--- config.mk ---
export PLATFORM = sky130hd
export DESIGN_NAME = serial_sub
export DESIGN_NICKNAME = d
export VERILOG_FILES = /design/src/rtl/pong_pkg.sv /design/src/rtl/full_sub.sv /design/src/rtl/serial_sub.sv
export SDC_FILE = /design/constraint.sdc
export NUM_CORES = 1
export LEC_CHECK = 0
export BUFFER_PORTS_ARGS = -buffer_cell sky130_fd_sc_hd__clkbuf_2
export CORE_MARGIN = 1.5
export CORE_UTILIZATION = 49
export CTS_CLUSTER_SIZE = 8
export DETAILED_ROUTE_END_ITERATION = 10
export PLACE_DENSITY = 0.82
export SYNTH_ARGS = -nofsm -noshare
export SYNTH_HDL_FRONTEND = slang
export SYNTH_SLANG_ARGS = --single-unit
export TNS_END_PERCENT = 100
--- constraint.sdc ---
create_clock -name clk -period 1.5 [get_ports clk]
set_clock_uncertainty 0.15 [all_clocks]
set_input_delay 0.3 -clock clk [delete_from_list [all_inputs] [get_ports clk]]
set_output_delay 0.3 -clock clk [all_outputs]
set_load 0.005 [all_outputs]
--- src/rtl/pong_pkg.sv ---
// pong_pkg: shared types and defaults for the game-logic arithmetic blocks
package pong_pkg;
  typedef enum logic {IDLE, SUB} sub_state_t;
  localparam int SUB_W_DEFAULT = 8;
endpackage

--- src/rtl/full_sub.sv ---
// full_sub: single-bit combinational full subtractor cell
module full_sub (
  input  logic A,
  input  logic B,
  input  logic Bin,
  output logic D,
  output logic Bout
);
  assign D    = A ^ B ^ Bin;
  assign Bout = (~A & B) | (~(A ^ B) & Bin);
endmodule

--- src/rtl/serial_sub.sv ---
// serial_sub: bit-serial A-B-Bin, LSB first, one full-subtractor cell with registered borrow
import pong_pkg::*;
module serial_sub #(
  parameter int WIDTH = SUB_W_DEFAULT
) (
  input  logic             clk,
  input  logic             rst_n,
  input  logic             start,
  input  logic [WIDTH-1:0] A,
  input  logic [WIDTH-1:0] B,
  input  logic             Bin,
  output logic             busy,
  output logic             done,
  output logic [WIDTH-1:0] D,
  output logic             Bout,
  output logic             zero,
  output logic             ovfl
);
  localparam int CW = $clog2(WIDTH);
  sub_state_t state, state_nx;
  logic [WIDTH-1:0] a_sr, b_sr, r_nx;
  logic [WIDTH-2:0] r_sr;
  logic [CW-1:0] cnt;
  logic bor, sa, sb, d_bit, bo_bit, last;
  full_sub u_cell (.A(a_sr[0]), .B(b_sr[0]), .Bin(bor), .D(d_bit), .Bout(bo_bit));
  assign last = cnt == CW'(WIDTH - 1);
  // new bit enters at the MSB so after WIDTH shifts the word is in natural order
  assign r_nx = {d_bit, r_sr};
  assign busy = state == SUB;
  always_comb begin
    state_nx = (state == IDLE) ? (start ? SUB : IDLE) : (last ? IDLE : SUB);
  end
  always_ff @(posedge clk or negedge rst_n) begin
    if (!rst_n) state <= IDLE;
    else        state <= state_nx;
  end
  always_ff @(posedge clk or negedge rst_n) begin
    if (!rst_n) begin
      a_sr <= '0;
      b_sr <= '0;
      r_sr <= '0;
      bor  <= 1'b0;
      cnt  <= '0;
      sa   <= 1'b0;
      sb   <= 1'b0;
      done <= 1'b0;
      D    <= '0;
      Bout <= 1'b0;
      zero <= 1'b0;
      ovfl <= 1'b0;
    end else begin
      done <= 1'b0;
      if (state == IDLE && start) begin
        a_sr <= A;
        b_sr <= B;
        bor  <= Bin;
        cnt  <= '0;
        sa   <= A[WIDTH-1];
        sb   <= B[WIDTH-1];
      end else if (state == SUB) begin
        a_sr <= a_sr >> 1;
        b_sr <= b_sr >> 1;
        r_sr <= r_nx[WIDTH-1:1];
        bor  <= bo_bit;
        cnt  <= cnt + 1'b1;
        if (last) begin
          D    <= r_nx;
          Bout <= bo_bit;
          zero <= r_nx == '0;
          ovfl <= (sa != sb) && (d_bit != sa);
          done <= 1'b1;
        end
      end
    end
  end
endmodule

==> summary.txt <==
Critical path
  • Critical Path AT: 1.67 ns
  • Crit end category: flop
  • Crit path kind: flop to flop
  • FF-to-FF Start: bor
  • Required time of the worst setup path: 1.56 ns
  • Startpoint types: flop
  • FF-to-FF path depth: 4
  • CP max stage delay: 0.48 ns
  • FF-to-FF setup slack: -0.10 ns
  • Maximum fanout along the worst path: 2
  • Crit Reg-Reg Endpoint: ovfl
  • Ordered cell list for the critical path: inv_2 -> fa_1 -> or3b_1 -> a31oi_1
  • CP max-delay cell: fa_1

Finish
  • Layout cells sized above 1: 0.401
  • Antenna cell count: 0
  • Layout area overhead: 21.0%
  • Non-filler cells, final: 230
  • Net count reported at finish: 204
  • Final Core Density: 0.615

Die
  • Die area: 0.00418 sq mm
  • Die H: 64.6 um
  • Initial core utilization: 0.508
  • Row cnt: 22
  • Die width: 64.6 um
  • Core ar.: 0.00366 sq mm
  • Top Ports: 33

Logic synthesis
  • Ys async rst share: 1.00
  • Largest cells by area after synthesis: dfrtp_1, mux2i_1, mux2_4
  • Yosys warns: 0
  • Synth Net Count: 161
  • Main synth FF type: dfrtp_1
  • Seq/Total Area, Yosys: 0.565
  • Most numerous cell in the Yosys netlist: dfrtp_1
  • Mapped cell area: 0.00186 sq mm
  • FF+latch count, synth: 42
  • Area leader, netlist: dfrtp_1
  • Syn avg cell area: 13.5 sq um
  • Synth top area share: 0.565
  • Post-synth cell types: 28
  • Synthesized instance count: 138
  • Leading cell types by count after synthesis: dfrtp_1, mux2i_1, nand2_1, mux2_4
  • Post-synth EDFFs: 0

Timing
  • Fin crit share: 1.07
  • Tightest Pin Transition: 0.442 ns
  • Hold Violations, Final: 0
  • Final Max Slew Viols: 0
  • Final setup vio count: 4
  • Final WS setup: -0.104 ns
  • Hold slack: 0.105 ns
  • Fin crit period: 1.60 ns
  • Rel. slew slack: 0.705
  • Setup repair after global routing missed its margin: true
  • Max Clk Rate: 0.624 GHz
  • Setup TNS: -0.304 ns

Place
  • Port Buffers: 32
  • Place WS: -0.114 ns
  • Final Wtd Congestion: 0.805
  • HPWL after detailed placement: 2320 um
  • Placed Cells: 221

GRT
  • Antenna violations before repair: 0
  • Grt total ovfl: 0
  • First-pass GRT wire length: 5550 um
  • Largest net degree at the start of global routing: 28
  • Vias in the first global route: 1241
  • Total track usage: 0.173

Route
  • Post-DR wirelength/cell: 13.5 um
  • DRC errors left: 0
  • Routed WL: 3100 um
  • Vias/cell: 5.05
  • Via count: 1161
  • Post-route ant nets: 0
  • Initial DRC Count: 58
  • Pre-Repair DR Iteration Count: 4

Clock network
  • Clock sink count: 42
  • Clock Latency Late Sink: 0.29 ns
  • Total CTS buffers: 5
  • Root Buffer: clkbuf_8
  • Post-CTS setup buffers: 0
  • H-tree Lvls: 2
  • Worst-path clk slew: 0.07 ns
  • CTS tree: done
  • Clock Path Buffers: 2

Power and ir drop
  • Part of the power in combinational logic: 0.375
  • Net Sw Frac: 0.315
  • NetSw: 1.37 mW
  • Leak pwr: 1.14 nW
  • VDD IR max: 0.876 mV
  • Clk pwr share: 0.166
  • Internal Pwr Total: 2.98 mW
  • PD cells: 1930 mW/mm^2
  • Seq pwr share: 0.458

Outcome
  • Status: finished, violations left
  • Failing checks: setup timing

Worst hold path
  • Hold path startpoint: B[7]
  • Hold EP: sb
  • Cells on Worst Hold Path: 2
  • Hold WC Path Type: input port to flop

Flow run
  • Max Cap Viol: 0
area by class of cell:
type                            instances  area, sq um
Timing Repair Buffer                   43          280
Tap cell                               48         60.1
Fill cell                             294         1410
Sequential cell                        42         1050
Clock buffer                            7         86.3
Inverter                                5         18.8
Multi-Input combinational cell         84          749
Clock inverter                          1         5.00
layout by cell type, fill, tap and decap left out, drive strengths merged:
master | synthesis | layout
a21oi | 1 | 1
dfrtp | 42 | 42
nand2 | 15 | 15
mux2i | 19 | 19
a21boi | 1 | 1
or3b | 1 | 1
nor2 | 3 | 3
nor2b | 1 | 1
nor4 | 2 | 2
nand3b | 1 | 1
a31oi | 1 | 1
clkbuf | 1 | 38
dlygate4sd3 | 0 | 1
clkinv | 0 | 1
a22o | 2 | 2
ha | 2 | 2
buf | 6 | 11
a21o | 1 | 1
o21ai | 14 | 14
a31o | 1 | 1
fa | 1 | 1
mux2 | 18 | 18
inv | 5 | 5
what timing repair did:
action | 4_1_cts | 5_1_grt
hold endpoints to repair | 15 | 0
endpoints found under the setup margin | 13 | 13
pin swaps | 1 | 0
gates resized for setup | 5 | 3
hold buffers | 1 | 0
per-stage QoR:
stage | cell area, sq um | total power [mW]
after floorplan | 1860 | 3.05
after global placement | 2120 | 3.49
after detailed placement | 2120 | 3.59
after CTS | 2230 | 4.36
after global routing | 2250 | 4.72
final | 2250 | 4.35
worst max path at each step:
stage / end / startpoint / cells past startpoint / slack (ns)
2_1_floorplan: ovfl / bor / 4 / -0.12
3_3_place_gp: ovfl / bor / 4 / -0.08
3_5_place_dp: ovfl / bor / 4 / -0.11
4_1_cts: ovfl / bor / 4 / -0.13
5_1_grt: ovfl / bor / 4 / -0.18
6_report: ovfl / bor / 4 / -0.10
cells by family (layout without fill, tap and decap cells):
logic type	count (synthesis)	in the layout	share of synthesized area
adders and majority gates	3	3	0.0242
DFF	42	42	0.565
buffers and inverters	12	56	0.0437
muxes	37	37	0.233
AOI/OAI and AO/OA	21	21	0.0659
and+or+nand+nor	23	23	0.0679
sequential cells by signal (all words and copies together), names as in the netlist:
register / cells
bor: 1
busy: 1
zero: 1
r_sr: 7
done: 1
a_sr: 8
ovfl: 1
D: 8
cnt: 3
sb: 1
b_sr: 8
sa: 1
Bout: 1
per-layer routing:
metal / vias to the layer above / part of all wire / GRT usage
met1: 564 / 0.45 / 0.210
met4: 0 / 0.012 / 0.0559
met2: 28 / 0.50 / 0.303
li1: 563 / - / -
met3: 6 / 0.043 / 0.0417
met5: - / 0 / 0
power groups by stage:
| stage | Sequential [mW] | Clock [mW] | Combinational, mW |
|---|---|---|---|
| floorplan | 1.91 | 0 | 1.14 |
| global placement | 1.96 | 0 | 1.52 |
| detailed placement | 2.00 | 0 | 1.59 |
| CTS | 1.99 | 0.746 | 1.62 |
| global route | 2.07 | 0.794 | 1.85 |
| finish | 1.99 | 0.724 | 1.63 |
worst max-delay path: cells and delay by family, from the launching register on:
| kind | cells | cell delay, ns |
|---|---|---|
| adder cells (fa/ha/maj) | 1 | 0.48 |
| buffers and inverters | 1 | 0.04 |
| AO/OA/AOI/OAI | 1 | 0.12 |
| flip-flops | 1 | 0.36 |
| AND/OR/NAND/NOR | 1 | 0.37 |
No activity file was read; power rests on OpenSTA's default activity.
